[config.mk]
export PLATFORM = sky130hd
export DESIGN_NAME = hc_mmio_rd_responder
export DESIGN_NICKNAME = d
export VERILOG_FILES = /design/src/rtl/hc_mmio_rd_responder.sv
export SDC_FILE = /design/constraint.sdc
export NUM_CORES = 1
export LEC_CHECK = 0
export BUFFER_PORTS_ARGS = -buffer_cell sky130_fd_sc_hd__buf_4
export CAP_MARGIN = 30
export CORE_AREA = 3 3 376 378
export CTS_CLUSTER_DIAMETER = 150
export DETAILED_ROUTE_END_ITERATION = 16
export DIE_AREA = 0 0 379 381
export PLACE_DENSITY_LB_ADDON = 0.08
export SLEW_MARGIN = 15
export SYNTH_ARGS = -nofsm -noshare
export SYNTH_HDL_FRONTEND = slang
export SYNTH_SLANG_ARGS = --single-unit
[constraint.sdc]
create_clock -name clk -period 7.85 [get_ports clk]
set_input_delay 1.1775 -clock clk [delete_from_list [all_inputs] [get_ports clk]]
set_output_delay 1.1775 -clock clk [all_outputs]
set_load 0.03 [all_outputs]
[src/rtl/hc_mmio_rd_responder.sv]
// MMIO read responder: decodes CCI-P c0 MMIO reads against the AFU header and
// HardCloud CSRs and returns the data on c2 through a fixed 3-stage pipeline.

package ccip_if_pkg;
  typedef logic [511:0] t_ccip_clData;
  typedef logic [63:0]  t_ccip_mmioData;
  typedef logic [8:0]   t_ccip_tid;
  typedef logic [15:0]  t_ccip_mmioAddr;

  typedef struct packed {
    t_ccip_mmioAddr address;
    logic [1:0]     length;
    logic           rsvd;
    t_ccip_tid      tid;
  } t_ccip_c0_ReqMmioHdr;

  typedef struct packed {
    t_ccip_tid tid;
  } t_ccip_c2_RspMmioHdr;

  typedef struct packed {
    t_ccip_c0_ReqMmioHdr hdr;
    t_ccip_clData        data;
    logic                rspValid;
    logic                mmioRdValid;
    logic                mmioWrValid;
  } t_if_ccip_c0_Rx;

  typedef struct packed {
    t_ccip_c2_RspMmioHdr hdr;
    logic                mmioRdValid;
    t_ccip_mmioData      data;
  } t_if_ccip_c2_Tx;
endpackage

module hc_mmio_rd_responder
  import ccip_if_pkg::*;
#(
  parameter int unsigned HC_BUFFER_SIZE = 2,
  parameter logic [63:0] AFU_ID_L       = 64'h0,
  parameter logic [63:0] AFU_ID_H       = 64'h0,
  parameter logic [63:0] DFH_VALUE      = 64'h1000_0000_0000_0000
) (
  input  logic                         clk,
  input  logic                         SoftReset_n,
  input  t_if_ccip_c0_Rx               cp2af_sRx_c0,
  output t_if_ccip_c2_Tx               af2cp_sTx_c2,
  input  logic [63:0]                  csr_dsm_base,
  input  logic [31:0]                  csr_control,
  input  logic [HC_BUFFER_SIZE*96-1:0] csr_buffer,
  input  logic [63:0]                  csr_status
);

  // Qword indices (byte address >> 3) of the register map
  localparam logic [14:0] QA_DFH      = 15'h000;
  localparam logic [14:0] QA_ID_L     = 15'h001;
  localparam logic [14:0] QA_ID_H     = 15'h002;
  localparam logic [14:0] QA_RSVD0    = 15'h003;
  localparam logic [14:0] QA_RSVD1    = 15'h004;
  localparam logic [14:0] QA_DSM      = 15'h022;
  localparam logic [14:0] QA_CONTROL  = 15'h023;
  localparam logic [14:0] QA_BUF_BASE = 15'h024;
  localparam logic [14:0] QA_STATUS   = 15'h030;
  localparam logic [14:0] QA_RD_CNT   = 15'h031;
  localparam logic [14:0] QA_UNMAP    = 15'h032;

  // S1: registered request
  logic           s1_valid;
  t_ccip_mmioAddr s1_addr;
  logic [1:0]     s1_len;
  t_ccip_tid      s1_tid;

  // S2: decoded, width-adjusted data
  logic           s2_valid;
  t_ccip_tid      s2_tid;
  logic [63:0]    s2_data;

  logic [31:0]    rd_count;
  logic [31:0]    unmapped_count;

  logic [14:0]    s1_qaddr;
  logic [63:0]    reg_val;
  logic [63:0]    rsp_data;
  logic           hit;

  logic unused_c0;
  assign unused_c0 = ^{cp2af_sRx_c0.data, cp2af_sRx_c0.rspValid,
                       cp2af_sRx_c0.mmioWrValid, cp2af_sRx_c0.hdr.rsvd};

  assign s1_qaddr = s1_addr[15:1];

  always_comb begin
    reg_val = '0;
    hit     = 1'b1;
    unique case (s1_qaddr)
      QA_DFH:             reg_val = DFH_VALUE;
      QA_ID_L:            reg_val = AFU_ID_L;
      QA_ID_H:            reg_val = AFU_ID_H;
      QA_RSVD0, QA_RSVD1: reg_val = '0;
      QA_DSM:             reg_val = csr_dsm_base;
      QA_CONTROL:         reg_val = {32'h0, csr_control};
      QA_STATUS:          reg_val = csr_status;
      QA_RD_CNT:          reg_val = {32'h0, rd_count};
      QA_UNMAP:           reg_val = {32'h0, unmapped_count};
      default: begin
        hit = 1'b0;
        // Buffer i occupies an address/size qword pair starting at 0x120
        for (int unsigned i = 0; i < HC_BUFFER_SIZE; i++) begin
          if (s1_qaddr == 15'(QA_BUF_BASE + 2 * i)) begin
            reg_val = csr_buffer[i*96+32 +: 64];
            hit     = 1'b1;
          end
          if (s1_qaddr == 15'(QA_BUF_BASE + 2 * i + 1)) begin
            reg_val = {32'h0, csr_buffer[i*96 +: 32]};
            hit     = 1'b1;
          end
        end
      end
    endcase
  end

  always_comb begin
    rsp_data = reg_val;
    if (s1_len == 2'd0)
      rsp_data = s1_addr[0] ? {32'h0, reg_val[63:32]} : {32'h0, reg_val[31:0]};
  end

  always_ff @(posedge clk) begin
    if (!SoftReset_n) begin
      s1_valid       <= 1'b0;
      s1_addr        <= '0;
      s1_len         <= '0;
      s1_tid         <= '0;
      s2_valid       <= 1'b0;
      s2_tid         <= '0;
      s2_data        <= '0;
      af2cp_sTx_c2   <= '0;
      rd_count       <= '0;
      unmapped_count <= '0;
    end else begin
      s1_valid <= cp2af_sRx_c0.mmioRdValid;
      s1_addr  <= cp2af_sRx_c0.hdr.address;
      s1_len   <= cp2af_sRx_c0.hdr.length;
      s1_tid   <= cp2af_sRx_c0.hdr.tid;

      s2_valid <= s1_valid;
      s2_tid   <= s1_tid;
      s2_data  <= rsp_data;

      af2cp_sTx_c2.mmioRdValid <= s2_valid;
      af2cp_sTx_c2.hdr.tid     <= s2_tid;
      af2cp_sTx_c2.data        <= s2_data;

      // Counted as the response leaves S3, so a 0x188 read sees only earlier exits
      rd_count       <= rd_count + 32'(af2cp_sTx_c2.mmioRdValid);
      unmapped_count <= unmapped_count + 32'(s1_valid && !hit);
    end
  end

endmodule

Yosys cells after proc, flatten, opt, wreduce, memory -nomap -nowiden
Index checks and enable logic that the tools add are counted.
Widths: inputs -> output; s select.
{"block": "word_totals", "romBits": 0, "inputBits": 897, "ram_bits": 0, "memories": 0, "reg_bits": 240, "latch_bits": 0}
{"block": "classes", "reduce_logical": 6, "shifts": 0, "n_mul": 0, "add_sub_neg": 2, "n_bitwise": 0, "div_mod_pow": 0, "order_cmp": 0, "n_eq_ne": 13, "n_mux": 12}
{"op": "$pmux 64 s7", "count": 1}
{"op": "$mux 64", "count": 5}
{"op": "$eq 15x6->1 const B", "count": 9}
{"op": "$add 32x1->32", "count": 2}
{"op": "$mux 32", "count": 1}
{"op": "$eq 15x2->1 const B", "count": 2}
{"op": "$eq 15x1->1 const B", "count": 1}
{"op": "$eq 15x3->1 const B", "count": 1}
{"op": "$logic_not 15->1", "count": 1}
{"op": "$reduce_or 10->1", "count": 1}
{"op": "$mux 1", "count": 5}
{"op": "$reduce_or 4->1", "count": 1}
{"op": "$logic_not 2->1", "count": 1}
{"op": "$logic_and 1x1->1", "count": 1}
{"op": "$logic_not 1->1", "count": 1}

Depth between registers and ports, before layout
{"block": "depth", "word_depth": 9, "mapped_depth": 13, "mapped_depth_nobuf": 10}

Worst setup path after synthesis
No wires, ideal clock.
{"block": "synth_path", "path_kind": "flip-flop to flip-flop", "startpoint": "register s1_addr[5]", "endpoint": "register unmapped_count[20]", "path_stages_with_launch": 12, "required_ns": 7.732, "n_path_buf": 2, "arrival_time_ns": 2.884, "slack_ns": 4.847, "cell_sequence": "dfxtp_1 -> or4b_1 -> buf_2 -> or4_1 -> and3_1 -> ha_1 -> ha_1 -> and4_1 -> and2_0 -> clkbuf_1 -> and4_1 -> mux2i_1"}
{"block": "synth_via", "elab_chain_len": 9, "word_cells_on_any_way": 23}
{"element": "start: declaration", "line_no": "69", "text": "t_ccip_mmioAddr s1_addr;"}
{"element": "start signal: assignment", "line_no": "142", "text": "s1_addr <= cp2af_sRx_c0.hdr.address;"}
{"element": "$eq 15x6->1", "line_no": "109", "text": "if (s1_qaddr == 15'(QA_BUF_BASE + 2 * i)) begin"}
{"element": "$mux 1", "line_no": "109"}
{"element": "$mux 1", "line_no": "113", "text": "if (s1_qaddr == 15'(QA_BUF_BASE + 2 * i + 1)) begin"}
{"element": "$mux 1", "line_no": "109"}
{"element": "$mux 1", "line_no": "113"}
{"element": "$mux 1 *", "line_no": "95", "text": "unique case (s1_qaddr)"}
{"element": "$logic_not 1->1 *", "line_no": "156", "text": "unmapped_count <= unmapped_count + 32'(s1_valid && !hit);"}
{"element": "$logic_and 1x1->1 *", "line_no": "156"}
{"element": "$add 32x1->32 *", "line_no": "156"}
{"element": "end signal: assignment", "line_no": "156"}
{"element": "end: declaration", "line_no": "79", "text": "logic [31:0] unmapped_count;"}
Every way passes the cells marked *; elsewhere a longest branch is shown, timed or not.
A chain may end at the register's enable or synchronous reset.

Worst setup path after layout
{"block": "layout_path", "startpoint": "register s1_addr[1]", "endpoint": "register unmapped_count[20]"}
The elaborated chain is that of the path after synthesis.

==> results.md <==
- Status: completed
- Setup Crit Path Kind: reg -> reg
- Final setup fails: 0
- GR met2 Demand/Resource: between 10% and 20%
- Yosys warning total: 0
- Htree depth: 2
- Hold WC Path Type: reg -> reg
- Clk slew on worst S/H paths: about 0.060 ns
- RSZ-0062 raised after global routing: no
- Synth cell types: 45
- Final worst-path cycle share: 55.1%
- VDD IR max: around 0.11 mV
- Final Max Slew Viols: 0
- FF+latch count, synth: 240
- Hold endpoint: af2cp_sTx_c2[17]
- Final worst slack: approximately 3.5 ns
- Most common cell after layout, fill and taps aside: buf_4
- RR Endpoint: unmapped_count[20]
- Fillers: approximately 16000
- All-Layer GR Usage: a little over a tenth
- R2r startpoint: s1_addr[1]
- Post-DP HPWL: between 60000 and 70000 um
- Reg2reg setup slack: 3.52 ns
- Routability-driven placement congestion ratio: ~0.72
- WHS: about 0.43 ns
- TNS Setup: 0 ns
- Post-synthesis cell area: roughly 11000 um^2
- P per Cell Area: approximately 190 nW/um^2
- Clock Path Buffers: 3
- Nets: around 2400
- Core footprint: 138000 um^2
- Critical Path RT: ~8.4 ns
- R2R cell count: 11
- Fin. Hold Viols: 0
- Post-synthesis cell count: between 1000 and 1500
- Post-synthesis net count: 2008
- Vias in the first global route: 11000
- Crit path DAT: 4.84 ns
- DRT Wirelength: between 80000 and 90000 um
- Final ANT Viol Nets: 0
- Busiest grt layer: met2
- Clock buffer count from CTS: 38
- Top_reg_cell synth: dfxtp_1
- Avg WL per Cell: approximately 24 um
- Max_cap viols: 0
- Vias: about 10000
- Setup repair bufs after CTS: 0
- Initial antenna violation count: approximately 70
- CTS tree: done
- Die area: around 140000 um^2
- Root Buffer: clkbuf_16
- Area Growth Syn to Fin: 63.4%
- Clock latency on the worst-skew pair: slightly below 0.6 ns
- Pre-CTS WS: about 3.3 ns
- Hold depth: 1
- CP startpoint kind: flip-flop
- Post-CTS sizing: 0
- CP max FO: 29
- HP Start: s2_data[17]
- Num ports: around 970
- Pre-Repair DR Iteration Count: 4
- Die height: about 380 um
- Clk sink count: 240
- Grt ovf: 0
- Top achievable clock speed: approximately 230 MHz
- Slew of the pin with the lowest slew margin: about 1.1 ns
- Hold bufs inserted after CTS: 0
- Die X: approximately 380 um
- Vias per inst: roughly 3.1
- Port-buffer cells: roughly 460
- GR met1 Demand/Resource: 13.9%
- Pin count of the biggest net entering global routing: 82
- Crit path capture type: flip-flop
- 1st-iter DRT viols: 496
- First-pass GRT wire length: about 100000 um
- Non-Filler Instances: 3367
- Leak: between 0.006 and 0.007 uW
- Initial core utilization: about 7.8%
- Post-DP Area: roughly 16000 um^2
- Post-synthesis sequential area ratio: 44.5%
- Met3 Track Usage GR: approximately 5.4%
- Worst Clk Skew: 0.0310 ns
- Row count: ~140
- Share of layout cells above drive strength 1: approximately 37%
- Post-synth EDFFs: 0
- Leading cell types in the layout, fill and taps excluded: 474 x buf_4, 238 x dfxtp_1, 165 x and2_1
- Placed Instances: between 3000 and 4000
- Tmin final: 4.33 ns
- Slew Limit Headroom: between 20 and 30%
- Residual DRC count: 0
- Fin area: 17600 um^2
- Syn avg cell area: approximately 9.7 um^2
- Ys async rst share: 0%
metrics by stage:
stage	power [uW]	utilization, %
6_report	3360	12.8
5_1_grt	3540	12.8
4_1_cts	3490	12.8
3_5_place_dp	1650	11.9
3_3_place_gp	1650	11.9
2_1_floorplan	1400	-
power breakdown:
group | switching, uW | internal, uW
clock network | 673 | 1070
registers | 14.4 | 1240
logic | 171 | 188
total | 858 | 2500
cell families after synthesis:
kind of cell | Yosys count | share of synthesized area, %
buffers and inverters | 89 | 3.30
adders and majority gates | 4 | 0.464
AOI/OAI and AO/OA | 201 | 12.8
DFF | 240 | 44.5
xor gates and xnor gates | 47 | 3.81
muxes | 76 | 10.8
and+or+nand+nor | 450 | 24.3
per-layer routing:
layer / part of all wire [%] / vias up
met5: 0.32 / -
met4: 2.9 / 42
met3: 12 / 124
met2: 42 / 448
met1: 43 / 4927
li1: - / 4888
cells in the mapped netlist, types with 2 or more instances:
master	number	area (um^2)
nor2_1	17	63.8
buf_2	18	90.1
o2bb2ai_1	32	280
or4bb_1	3	33.8
a22oi_1	93	698
and3_1	44	275
nand4_1	18	113
nand3_1	83	415
and4_1	11	96.3
mux4_2	32	721
or4_1	3	22.5
buf_1	5	18.8
or3_1	2	12.5
nor2b_1	2	12.5
nor4_2	7	87.6
mux2i_1	44	440
and2_1	166	1040
nor3_1	5	25.0
nand2_1	66	248
xor2_1	8	70.1
ha_1	4	50.1
o21ai_0	4	20.0
xnor2_1	39	342
a21oi_1	62	310
a211oi_1	2	15.0
clkbuf_1	63	236
o211ai_1	2	15.0
nand2b_1	13	81.3
dfxtp_1	240	4800
inv_1	3	11.3
or4b_2	2	20.0
layout make-up:
class                   instances  area [um^2]  area share, %
repair buffers                476         3580           20.3
well taps                    1794         2240           12.7
multi-input cells             778         5700           32.3
clock inverters                13          168          0.951
clock buffers                  51         1090           6.19
diodes                         12         30.0          0.170
flip-flops and latches        240         4810           27.3
inverters                       3         11.3         0.0638
how the worst max path moves through the flow:
stage | startpoint | endpoint | cells after the start
floorplan | s1_addr[5] | unmapped_count[20] | 11
global placement | s1_addr[1] | unmapped_count[20] | 11
detailed placement | s1_addr[1] | unmapped_count[20] | 11
CTS | s1_addr[1] | unmapped_count[20] | 11
global route | s1_addr[1] | unmapped_count[20] | 11
finish | s1_addr[1] | unmapped_count[20] | 11
registers in the layout, indices dropped and copies added, names as in the netlist:
name and cells:
s1_tid 9, s2_tid 9, af2cp_sTx_c2 74, s1_valid 1
unmapped_count 32, rd_count 32, s1_len 2, s2_data 64
s1_addr 16, s2_valid 1
critical path, stage by stage, from the launching register on:
cell	delay, ns
dfxtp_4	0.52
buf_4	0.51
o21ai_0	0.18
and3_1	0.19
o21ai_0	0.65
and3_1	0.37
ha_1	0.23
ha_1	0.30
and4_1	0.34
and2_0	0.49
and4_1	0.28
mux2i_1	0.17
Note: power is estimated with default switching activity, not from simulation.
